===== src/rtl/l2_amo_seq_pkg.sv =====
// Shared widths, AMO opcodes, size codes and sequencer state encodings
// for the L2 atomic-memory-operation path.
package l2_amo_seq_pkg;

    localparam int PHY_ADDR_WIDTH      = 40;
    localparam int L2_DATA_DATA_WIDTH  = 128;
    localparam int MSG_DATA_SIZE_WIDTH = 3;
    localparam int L2_AMO_ALU_OP_WIDTH = 4;

    localparam logic [L2_AMO_ALU_OP_WIDTH-1:0] L2_AMO_ALU_NOP  = 4'd0;
    localparam logic [L2_AMO_ALU_OP_WIDTH-1:0] L2_AMO_ALU_ADD  = 4'd1;
    localparam logic [L2_AMO_ALU_OP_WIDTH-1:0] L2_AMO_ALU_AND  = 4'd2;
    localparam logic [L2_AMO_ALU_OP_WIDTH-1:0] L2_AMO_ALU_OR   = 4'd3;
    localparam logic [L2_AMO_ALU_OP_WIDTH-1:0] L2_AMO_ALU_XOR  = 4'd4;
    localparam logic [L2_AMO_ALU_OP_WIDTH-1:0] L2_AMO_ALU_MAX  = 4'd5;
    localparam logic [L2_AMO_ALU_OP_WIDTH-1:0] L2_AMO_ALU_MAXU = 4'd6;
    localparam logic [L2_AMO_ALU_OP_WIDTH-1:0] L2_AMO_ALU_MIN  = 4'd7;
    localparam logic [L2_AMO_ALU_OP_WIDTH-1:0] L2_AMO_ALU_MINU = 4'd8;
    localparam logic [L2_AMO_ALU_OP_WIDTH-1:0] L2_AMO_ALU_SWAP = 4'd9;

    localparam logic [MSG_DATA_SIZE_WIDTH-1:0] MSG_DATA_SIZE_0B  = 3'd0;
    localparam logic [MSG_DATA_SIZE_WIDTH-1:0] MSG_DATA_SIZE_1B  = 3'd1;
    localparam logic [MSG_DATA_SIZE_WIDTH-1:0] MSG_DATA_SIZE_2B  = 3'd2;
    localparam logic [MSG_DATA_SIZE_WIDTH-1:0] MSG_DATA_SIZE_4B  = 3'd3;
    localparam logic [MSG_DATA_SIZE_WIDTH-1:0] MSG_DATA_SIZE_8B  = 3'd4;
    localparam logic [MSG_DATA_SIZE_WIDTH-1:0] MSG_DATA_SIZE_16B = 3'd5;
    localparam logic [MSG_DATA_SIZE_WIDTH-1:0] MSG_DATA_SIZE_32B = 3'd6;
    localparam logic [MSG_DATA_SIZE_WIDTH-1:0] MSG_DATA_SIZE_64B = 3'd7;

    typedef enum logic [2:0] {
        L2_AMO_SEQ_IDLE  = 3'd0,
        L2_AMO_SEQ_RD    = 3'd1,
        L2_AMO_SEQ_RWAIT = 3'd2,
        L2_AMO_SEQ_EXEC  = 3'd3,
        L2_AMO_SEQ_WR    = 3'd4,
        L2_AMO_SEQ_RESP  = 3'd5
    } l2_amo_seq_state_e;

    // Operand width in bytes; 0 marks a size the ALU does not operate on.
    function automatic logic [3:0] amo_size_bytes(
        input logic [MSG_DATA_SIZE_WIDTH-1:0] size
    );
        logic [3:0] n;
        case (size)
            MSG_DATA_SIZE_1B: n = 4'd1;
            MSG_DATA_SIZE_2B: n = 4'd2;
            MSG_DATA_SIZE_4B: n = 4'd4;
            MSG_DATA_SIZE_8B: n = 4'd8;
            default:          n = 4'd0;
        endcase
        return n;
    endfunction

    // Low-order byte mask; a shift by 64 yields 0, so 8 bytes gives all ones.
    function automatic logic [63:0] amo_byte_mask(input logic [3:0] n);
        return (64'd1 << {n, 3'b000}) - 64'd1;
    endfunction

    // Reverse the low n bytes of v, leaving the result right-aligned.
    function automatic logic [63:0] amo_bswap(
        input logic [63:0] v,
        input logic [3:0]  n
    );
        logic [63:0] r;
        logic [5:0]  sh;
        for (int i = 0; i < 8; i++) begin
            r[8*i +: 8] = v[8*(7-i) +: 8];
        end
        sh = {3'(4'd8 - n), 3'b000};
        return r >> sh;
    endfunction

endpackage


===== src/rtl/l2_amo_alu.sv =====
// Combinational AMO datapath: extracts the addressed operand from the line,
// applies the opcode and merges the result back into the memory line.
module l2_amo_alu
    import l2_amo_seq_pkg::*;
#(
    parameter bit SWAP_ENDIANESS = 1'b1
) (
    input  logic [L2_AMO_ALU_OP_WIDTH-1:0] op,
    input  logic [3:0]                     offset,
    input  logic [MSG_DATA_SIZE_WIDTH-1:0] size,
    input  logic [L2_DATA_DATA_WIDTH-1:0]  mem,
    input  logic [L2_DATA_DATA_WIDTH-1:0]  data,
    output logic [L2_DATA_DATA_WIDTH-1:0]  result
);

    logic [3:0]                    nbytes;
    logic [6:0]                    shamt;
    logic [63:0]                   mask;
    logic [63:0]                   msb;
    logic [63:0]                   mem_v;
    logic [63:0]                   opd_v;
    logic [63:0]                   a;
    logic [63:0]                   b;
    logic [63:0]                   res_v;
    logic [63:0]                   res_m;
    logic [63:0]                   res_o;
    logic [L2_DATA_DATA_WIDTH-1:0] lane;
    logic                          a_neg;
    logic                          b_neg;
    logic                          ult;
    logic                          slt;

    always_comb begin
        nbytes = amo_size_bytes(size);
        shamt  = {offset, 3'b000};
        mask   = amo_byte_mask(nbytes);
        msb    = mask ^ (mask >> 1);
        mem_v  = 64'(mem >> shamt) & mask;
        opd_v  = 64'(data >> shamt) & mask;

        // Arithmetic is done in CPU byte order.
        a = SWAP_ENDIANESS ? amo_bswap(mem_v, nbytes) : mem_v;
        b = SWAP_ENDIANESS ? amo_bswap(opd_v, nbytes) : opd_v;

        a_neg = |(a & msb);
        b_neg = |(b & msb);
        ult   = a < b;
        slt   = (a_neg != b_neg) ? a_neg : ult;

        case (op)
            L2_AMO_ALU_ADD:  res_v = a + b;
            L2_AMO_ALU_AND:  res_v = a & b;
            L2_AMO_ALU_OR:   res_v = a | b;
            L2_AMO_ALU_XOR:  res_v = a ^ b;
            L2_AMO_ALU_MAX:  res_v = slt ? b : a;
            L2_AMO_ALU_MAXU: res_v = ult ? b : a;
            L2_AMO_ALU_MIN:  res_v = slt ? a : b;
            L2_AMO_ALU_MINU: res_v = ult ? a : b;
            L2_AMO_ALU_SWAP: res_v = b;
            default:         res_v = a;
        endcase

        res_m = res_v & mask;
        res_o = SWAP_ENDIANESS ? amo_bswap(res_m, nbytes) : res_m;
        lane  = L2_DATA_DATA_WIDTH'(mask) << shamt;

        result = mem;
        if (nbytes != 4'd0) begin
            result = (mem & ~lane)
                   | (L2_DATA_DATA_WIDTH'(res_o) << shamt);
        end
    end

endmodule


===== src/rtl/l2_amo_seq.sv =====
// Single-outstanding AMO sequencer: read line, run l2_amo_alu, write back,
// return the pre-operation line. Owns the data-array port while busy.
module l2_amo_seq
    import l2_amo_seq_pkg::*;
#(
    parameter bit          SWAP_ENDIANESS = 1'b1,
    parameter int unsigned RD_LAT         = 2
) (
    input  logic                           clk,
    input  logic                           rst,
    input  logic                           req_valid,
    output logic                           req_ready,
    input  logic [L2_AMO_ALU_OP_WIDTH-1:0] req_op,
    input  logic [PHY_ADDR_WIDTH-1:0]      req_addr,
    input  logic [MSG_DATA_SIZE_WIDTH-1:0] req_size,
    input  logic [L2_DATA_DATA_WIDTH-1:0]  req_data,
    output logic                           dat_rd_valid,
    input  logic                           dat_rd_gnt,
    input  logic [L2_DATA_DATA_WIDTH-1:0]  dat_rdata,
    output logic                           dat_wr_valid,
    input  logic                           dat_wr_gnt,
    output logic [PHY_ADDR_WIDTH-1:0]      dat_addr,
    output logic [L2_DATA_DATA_WIDTH-1:0]  dat_wdata,
    output logic                           resp_valid,
    input  logic                           resp_ready,
    output logic [L2_DATA_DATA_WIDTH-1:0]  resp_data,
    output logic                           busy
);

    localparam logic [2:0] LAT = 3'(RD_LAT);

    l2_amo_seq_state_e state_q;
    l2_amo_seq_state_e state_n;

    logic [2:0]                     cnt_q;
    logic [2:0]                     cnt_n;
    logic [L2_AMO_ALU_OP_WIDTH-1:0] op_q;
    logic [PHY_ADDR_WIDTH-1:0]      addr_q;
    logic [MSG_DATA_SIZE_WIDTH-1:0] size_q;
    logic [L2_DATA_DATA_WIDTH-1:0]  data_q;
    logic [L2_DATA_DATA_WIDTH-1:0]  mem_q;
    logic [L2_DATA_DATA_WIDTH-1:0]  wdata_q;
    logic [L2_DATA_DATA_WIDTH-1:0]  alu_result;
    logic                           rd_valid_q;
    logic                           wr_valid_q;
    logic                           resp_valid_q;
    logic                           load;
    logic                           capture;
    logic                           exec;

    l2_amo_alu #(
        .SWAP_ENDIANESS(SWAP_ENDIANESS)
    ) u_alu (
        .op    (op_q),
        .offset(addr_q[3:0]),
        .size  (size_q),
        .mem   (mem_q),
        .data  (data_q),
        .result(alu_result)
    );

    always_comb begin
        state_n = state_q;
        cnt_n   = cnt_q;
        load    = 1'b0;
        capture = 1'b0;
        exec    = 1'b0;
        case (state_q)
            L2_AMO_SEQ_IDLE: begin
                if (req_valid) begin
                    load    = 1'b1;
                    state_n = L2_AMO_SEQ_RD;
                end
            end
            L2_AMO_SEQ_RD: begin
                if (dat_rd_gnt) begin
                    cnt_n   = LAT;
                    state_n = L2_AMO_SEQ_RWAIT;
                end
            end
            L2_AMO_SEQ_RWAIT: begin
                // Read data is valid in the cycle the count reaches zero.
                cnt_n = cnt_q - 3'd1;
                if (cnt_q == 3'd1) begin
                    capture = 1'b1;
                    state_n = L2_AMO_SEQ_EXEC;
                end
            end
            L2_AMO_SEQ_EXEC: begin
                exec    = 1'b1;
                state_n = (op_q == L2_AMO_ALU_NOP) ? L2_AMO_SEQ_RESP
                                                   : L2_AMO_SEQ_WR;
            end
            L2_AMO_SEQ_WR: begin
                if (dat_wr_gnt) begin
                    state_n = L2_AMO_SEQ_RESP;
                end
            end
            L2_AMO_SEQ_RESP: begin
                if (resp_ready) begin
                    state_n = L2_AMO_SEQ_IDLE;
                end
            end
            default: state_n = L2_AMO_SEQ_IDLE;
        endcase
    end

    always_ff @(posedge clk) begin
        if (rst) begin
            state_q      <= L2_AMO_SEQ_IDLE;
            cnt_q        <= '0;
            op_q         <= '0;
            addr_q       <= '0;
            size_q       <= '0;
            data_q       <= '0;
            mem_q        <= '0;
            wdata_q      <= '0;
            rd_valid_q   <= 1'b0;
            wr_valid_q   <= 1'b0;
            resp_valid_q <= 1'b0;
        end else begin
            state_q      <= state_n;
            cnt_q        <= cnt_n;
            // Request strobes follow the next state so they stay registered.
            rd_valid_q   <= (state_n == L2_AMO_SEQ_RD);
            wr_valid_q   <= (state_n == L2_AMO_SEQ_WR);
            resp_valid_q <= (state_n == L2_AMO_SEQ_RESP);
            if (load) begin
                op_q   <= req_op;
                addr_q <= req_addr;
                size_q <= req_size;
                data_q <= req_data;
            end
            if (capture) begin
                mem_q <= dat_rdata;
            end
            if (exec) begin
                wdata_q <= alu_result;
            end
        end
    end

    assign req_ready    = (state_q == L2_AMO_SEQ_IDLE);
    assign busy         = (state_q != L2_AMO_SEQ_IDLE);
    assign dat_rd_valid = rd_valid_q;
    assign dat_wr_valid = wr_valid_q;
    assign dat_addr     = addr_q;
    assign dat_wdata    = wdata_q;
    assign resp_valid   = resp_valid_q;
    assign resp_data    = mem_q;

endmodule


===== config.mk =====
export PLATFORM = sky130hd
export DESIGN_NAME = l2_amo_seq
export DESIGN_NICKNAME = d
export VERILOG_FILES = /design/src/rtl/l2_amo_seq_pkg.sv /design/src/rtl/l2_amo_alu.sv /design/src/rtl/l2_amo_seq.sv
export SDC_FILE = /design/constraint.sdc
export NUM_CORES = 2
export LEC_CHECK = 0
export BUFFER_PORTS_ARGS = -buffer_cell sky130_fd_sc_hd__buf_2
export CORE_UTILIZATION = 40
export DETAILED_ROUTE_END_ITERATION = 7
export GPL_TIMING_DRIVEN = 1
export PLACE_DENSITY_LB_ADDON = 0.12
export SLEW_MARGIN = 10
export SYNTH_ARGS = -nofsm -noshare
export SYNTH_HDL_FRONTEND = slang
export SYNTH_SLANG_ARGS = --single-unit
export TNS_END_PERCENT = 50

===== constraint.sdc =====
create_clock -name clk -period 11.4 [get_ports clk]
set_input_delay 0.57 -clock clk [delete_from_list [all_inputs] [get_ports clk]]
set_output_delay 0.57 -clock clk [all_outputs]
set_load 0.01 [all_outputs]

# Yosys cells after proc, flatten, opt, wreduce, memory -nomap -nowiden
# Cells that the tools add are included.
# classes
addsub,4
mul,0
n_div,0
magnitude_cmp,1
eq_ne,24
n_shift,8
n_mux,22
bitwise_logic,12
n_reduce_logical,8
# ops
operator,count
$pmux W64 S9,1
$and A64 B64 Y64,6
$mux W64,4
$shl A64 B7 Y128,2
$shr A128 B7 Y64,2
$shr A64 B6 Y64,3
$and A128 B128 Y128,1
$mux W128,1
$not A128 Y128,1
$or A128 B128 Y128,1
$reduce_or A64 Y1,2
$add A64 B64 Y64,1
$lt A64 B64 Y1,1
$or A64 B64 Y64,1
$shl A1 B7 Y64 const A,1
$sub A64 B1 Y64 const B,1
$xor A64 B63 Y64,1
$xor A64 B64 Y64,1
$mux W3,6
$pmux W3 S6,1
$eq A4 B3 Y1 const B,4
$pmux W4 S4,1
$eq A3 B3 Y1 const B,5
$eq A3 B1 Y1 const B,4
16 further kinds,27
# totals
register_bits,440
latch_bits,0
ram_bits,0
romBits,0
word_cells,90
n_memories,0

# Longest topological paths before layout
# depth
ltp_word,17
ltp_mapped,51
depth_no_buf,34

# Cells and area by module
# Synthesis repeated with hierarchy kept, for this count alone.
# hier_totals
hier_cells,6363
hier_area_um2,45004.4
# by_module_without_submodules
mod,instances,cells_each,area_each_um2,seq_area_each_um2
l2_amo_alu,1,4438,29524.6,0.0
l2_amo_seq,1,1925,15479.8,8808.4

# Worst setup path after synthesis
# Ideal clock, no wire load.
# synth_path
path_kind,register to register
from,register size_q[1]
to,register wdata_q[89] (netlist: dat_wdata[89])
setup_time_ns,0.125
arrival_ns,10.530
t_required_ns,11.275
slack_ns,0.745
path_stages_with_launch,48
path_buffers,17
path_cell_list,dfxtp_1 > clkbuf_1 > or3b_1 > clkbuf_1 > clkbuf_1 > buf_1 > clkbuf_1 > buf_1 > clkbuf_1 > clkbuf_1 > ha_1 > ha_1 > clkbuf_1 > nand2_1 > clkbuf_1 > clkbuf_1 > ha_1 > clkbuf_1 > (+12 left out) > a31oi_1 > a211oi_1 > o2bb2ai_1 > or2_2 > clkbuf_1 > a21oi_1 > or2_1 > clkbuf_1 > nand2_1 > mux2_4 > buf_6 > a221oi_2 > o22ai_1 > a222oi_1 > mux2_1 > inv_2 > mux4_2 > o2bb2ai_1
# synth_between
elab_chain_len,17
word_cells_on_any_way,38
classes_between,3 x add/sub; 1 x order compare; 5 x eq/ne; 6 x shift; 8 x mux; 12 x bitwise; 3 x reduce/logical
# synth_rtl
item,line,text
"start, declared",l2_amo_seq.sv:39,logic [MSG_DATA_SIZE_WIDTH-1:0] size_q;
"start signal, assigned",l2_amo_seq.sv:131,size_q <= req_size;
"$eq A3 B3 Y1, or another cell as far along",l2_amo_seq_pkg.sv:44,case (size)
$pmux W4 S4 *,l2_amo_seq_pkg.sv:44,
branches (longest 14 deep; another with $sub A64 B1 Y64),n/a,
$mux W128 *,l2_amo_alu.sv:68,if (nbytes != 4'd0) begin
"end signal, assigned",l2_amo_seq.sv:138,wdata_q <= alu_result;
"end, declared",l2_amo_seq.sv:42,logic [L2_DATA_DATA_WIDTH-1:0] wdata_q;
# Mark *: on every way between the ends.
# A chain may end at the register's enable or synchronous reset.

# Worst setup path after layout
# layout_path
from,register size_q[1]
to,register wdata_q[125] (netlist: dat_wdata[125])
# Same word-level chain as after synthesis.

==> out/results.ini <==
[status]
run_status = finished, violations left
violations = DRC

[timing]
tightest_slew_ns = 1.33
finalSetupTns_ns = 0
relSlewSlack_pct = 10.2
fmax_ghz = 0.0883
rsz0062_at_grt = no
period_share_pct = 99.3
hold_ws_ns = 0.126
final.min_clock_period_ns = 11.32
clock_skew_ns = 0.0750
finalSetupViolations = 0
hold_viol_final = 0
slew_violations = 0

[logic_synthesis]
netlist_area_um2 = 45000
synth_xor_area_share_pct = 0.643
syn_avg_cell_area_um2 = 7.08
muxShareOfSynthArea_pct = 13.1
ys_seq_area_share_pct = 19.6
synth_cells = 6345
synth_edf_count = 0
synth_top_flop_cell = dfxtp_1
async_reset_ff_share_pct = 0
synth_compound_area_share_pct = 32.0
synth_cell_types = 101
synth-simple-area-share_pct = 22.0
syn-num-nets = 6857
yosysWarningCount = 0
synthAdderAreaFrac_pct = 5.72
ys_ff_latch = 440
synth_top_family_by_area = compound AO/OA/AOI/OAI gates

[route]
drt_iter0_drc = 10400
via_per_inst = 7.11
wire_per_inst_um = 37.8
dr.pass1.iters = 8
num_vias = 59100
route.detailed.drc = 26
ant_nets = 0
totalWireLength_um = 314000

[critical_path]
startpoint_type = register
endpoint = dat_wdata[125]
cp_num_buf_inv = 6
end_kind = register
arrival_ns = 11.91
required_ns = 11.99
cpMaxStageDelayCell = o311ai_1
timing.rr.start = size_q[1]
cp_num_cells = 32
crit_path_max_fanout = 17
max_stage_delay_ns = 0.94
r2r_cells = 32
reg2reg_slack_ns = 0.08
worstSetupPathType = register to register
crit_top_cell = buf_4
r2r_end = dat_wdata[125]
startpoint = size_q[1]
crit_family = compound AO/OA/AOI/OAI gates

[global_routing]
grt_max_degree = 189
grt_pass1_wl_um = 423000
gr-total-overflow = 0
grt_use_total_pct = 52.8
grt_pass1_vias = 52800
antenna_found_initial = 26

[floorplanning]
die_x_um = 337
die-area_um2 = 114000
die_height_um = 337
fp-row-count = 122
core_um2 = 111000
num_io_pins = 610
initial_core_util_pct = 40.5

[placement]
placed_area_um2 = 50200
portBuffers = 609
place_hpwl_um = 245000
routabilityCongestion = 1.14
place_inst = 8189

[layout]
fillers = 11400
fin_cells = 8308
drive_above_1_share_pct = 19.5
final_common_cell = nand2_1
final_nets = 7264
area_growth_pct = 15.8
utilization_pct = 46.9
final_cell_mix = nand2_1, a21oi_1, buf_2
finalInstanceArea_um2 = 52100

[clock_tree]
h-tree-depth = 2
cts_setup_buffers = 0
cts.clk_slew.worst_paths_ns = 0.07
clock-root-buffer = clkbuf_16
tritoncts = built
cts_resized = 0
cts_hold_buf = 0
cts_buffers = 49
clk_path_buf_depth = 3
clk_latency_ns = 0.69
cts_sinks = 440

[min_path]
min_path_type = input port to register

[power]
power_leakage_nw = 20.5
power_density_nw_per_um2 = 130
ir_drop_mv = 0.115

[run]
maxCapViolations = 0

-- worst reg2reg max path: cells and delay by family, from the launching register on --
kind                       cells  cell delay, ns
and+or+nand+nor                7            1.59
AOI/OAI and AO/OA             14            5.24
buffers and inverters          6            1.39
muxes                          2            0.91
adders and majority gates      3            1.45
DFF                            1            0.67
-- report_power, final --
part	total, mW	switching (mW)	leakage [nW]	internal (mW)
Combinational	3.31	2.37	16.1	0.934
Clock	1.76	0.749	0.847	1.01
Sequential	1.70	0.102	3.58	1.60
-- synthesized netlist by cell type, drive strengths merged (43+ instances only) --
cell type	n	area, um2
nand2	1147	4310
a21oi	719	3600
nor2	528	1980
dfxtp	440	8810
clkbuf	438	1640
o21ai	315	1580
mux2i	246	2470
ha	202	2530
inv	200	751
buf	138	732
a211oi	128	996
nor3	123	631
a221oi	116	1030
mux4	106	2390
nand3	104	521
o211ai	102	771
o22ai	100	632
mux2	90	1020
a22oi	76	576
a31oi	70	438
a21o	69	518
and2	64	400
nand2b	50	313
and3	43	269
-- worst min path at each step --
stage | from | to | slack (ns) | cells after the start
final | dat_rdata[98] | resp_data[98] | 0.13 | 3
after detailed placement | dat_addr[23] | dat_addr[23] | 0.44 | 2
after floorplan | data_q[3] | data_q[3] | 0.43 | 2
after global routing | dat_rdata[98] | resp_data[98] | 0.13 | 3
after global placement | dat_addr[5] | dat_addr[5] | 0.44 | 2
after CTS | dat_rdata[114] | resp_data[114] | 0.11 | 3
-- cell type report --
type                       instances  area (um2)  area share [%]
inverter                         201         759            1.46
sequential                       440        8820            16.9
clock buffer                      71        1450            2.78
multi-input combinational       5128       33200            63.7
tap                             1488        1860            3.58
antenna                           28        70.1           0.135
timing repair buffer             932        5610            10.8
clock inverter                    20         310           0.596
-- registers in the layout, summed over array words and instances, names as in the netlist --
signal	cells
cnt_q	3
dat_addr	40
dat_rd_valid	1
dat_wdata	128
dat_wr_valid	1
data_q	128
op_q	4
resp_data	128
resp_valid	1
size_q	3
state_q	3
-- stage by stage --
stage	total power [mW]	worst slack [ns]
floorplan	3.39	0.745
global placement	4.82	0.802
detailed placement	4.81	0.705
CTS	6.54	0.657
global route	6.84	0.0122
finish	6.76	0.0770
-- logic make-up after synthesis --
kind of cell / Yosys count
adder cells (fa/ha/maj): 205
XOR/XNOR: 33
AND/OR/NAND/NOR: 2268
multiplexers: 442
AO/OA/AOI/OAI: 2180
flip-flops: 440
buffers and inverters: 777
-- routing by layer --
layer  share of wire, %  vias to the layer above  wire length (um)  GRT usage (%)
li1                   -                    24200                 -              -
met1                 37                    28600            117000           65.4
met2                 39                     5115            124000           73.2
met3                 16                     1190             49000           24.3
met4                7.6                       26             23900           32.4
met5               0.17                        -               544           2.60
Note: power is estimated with default switching activity, not from simulation.
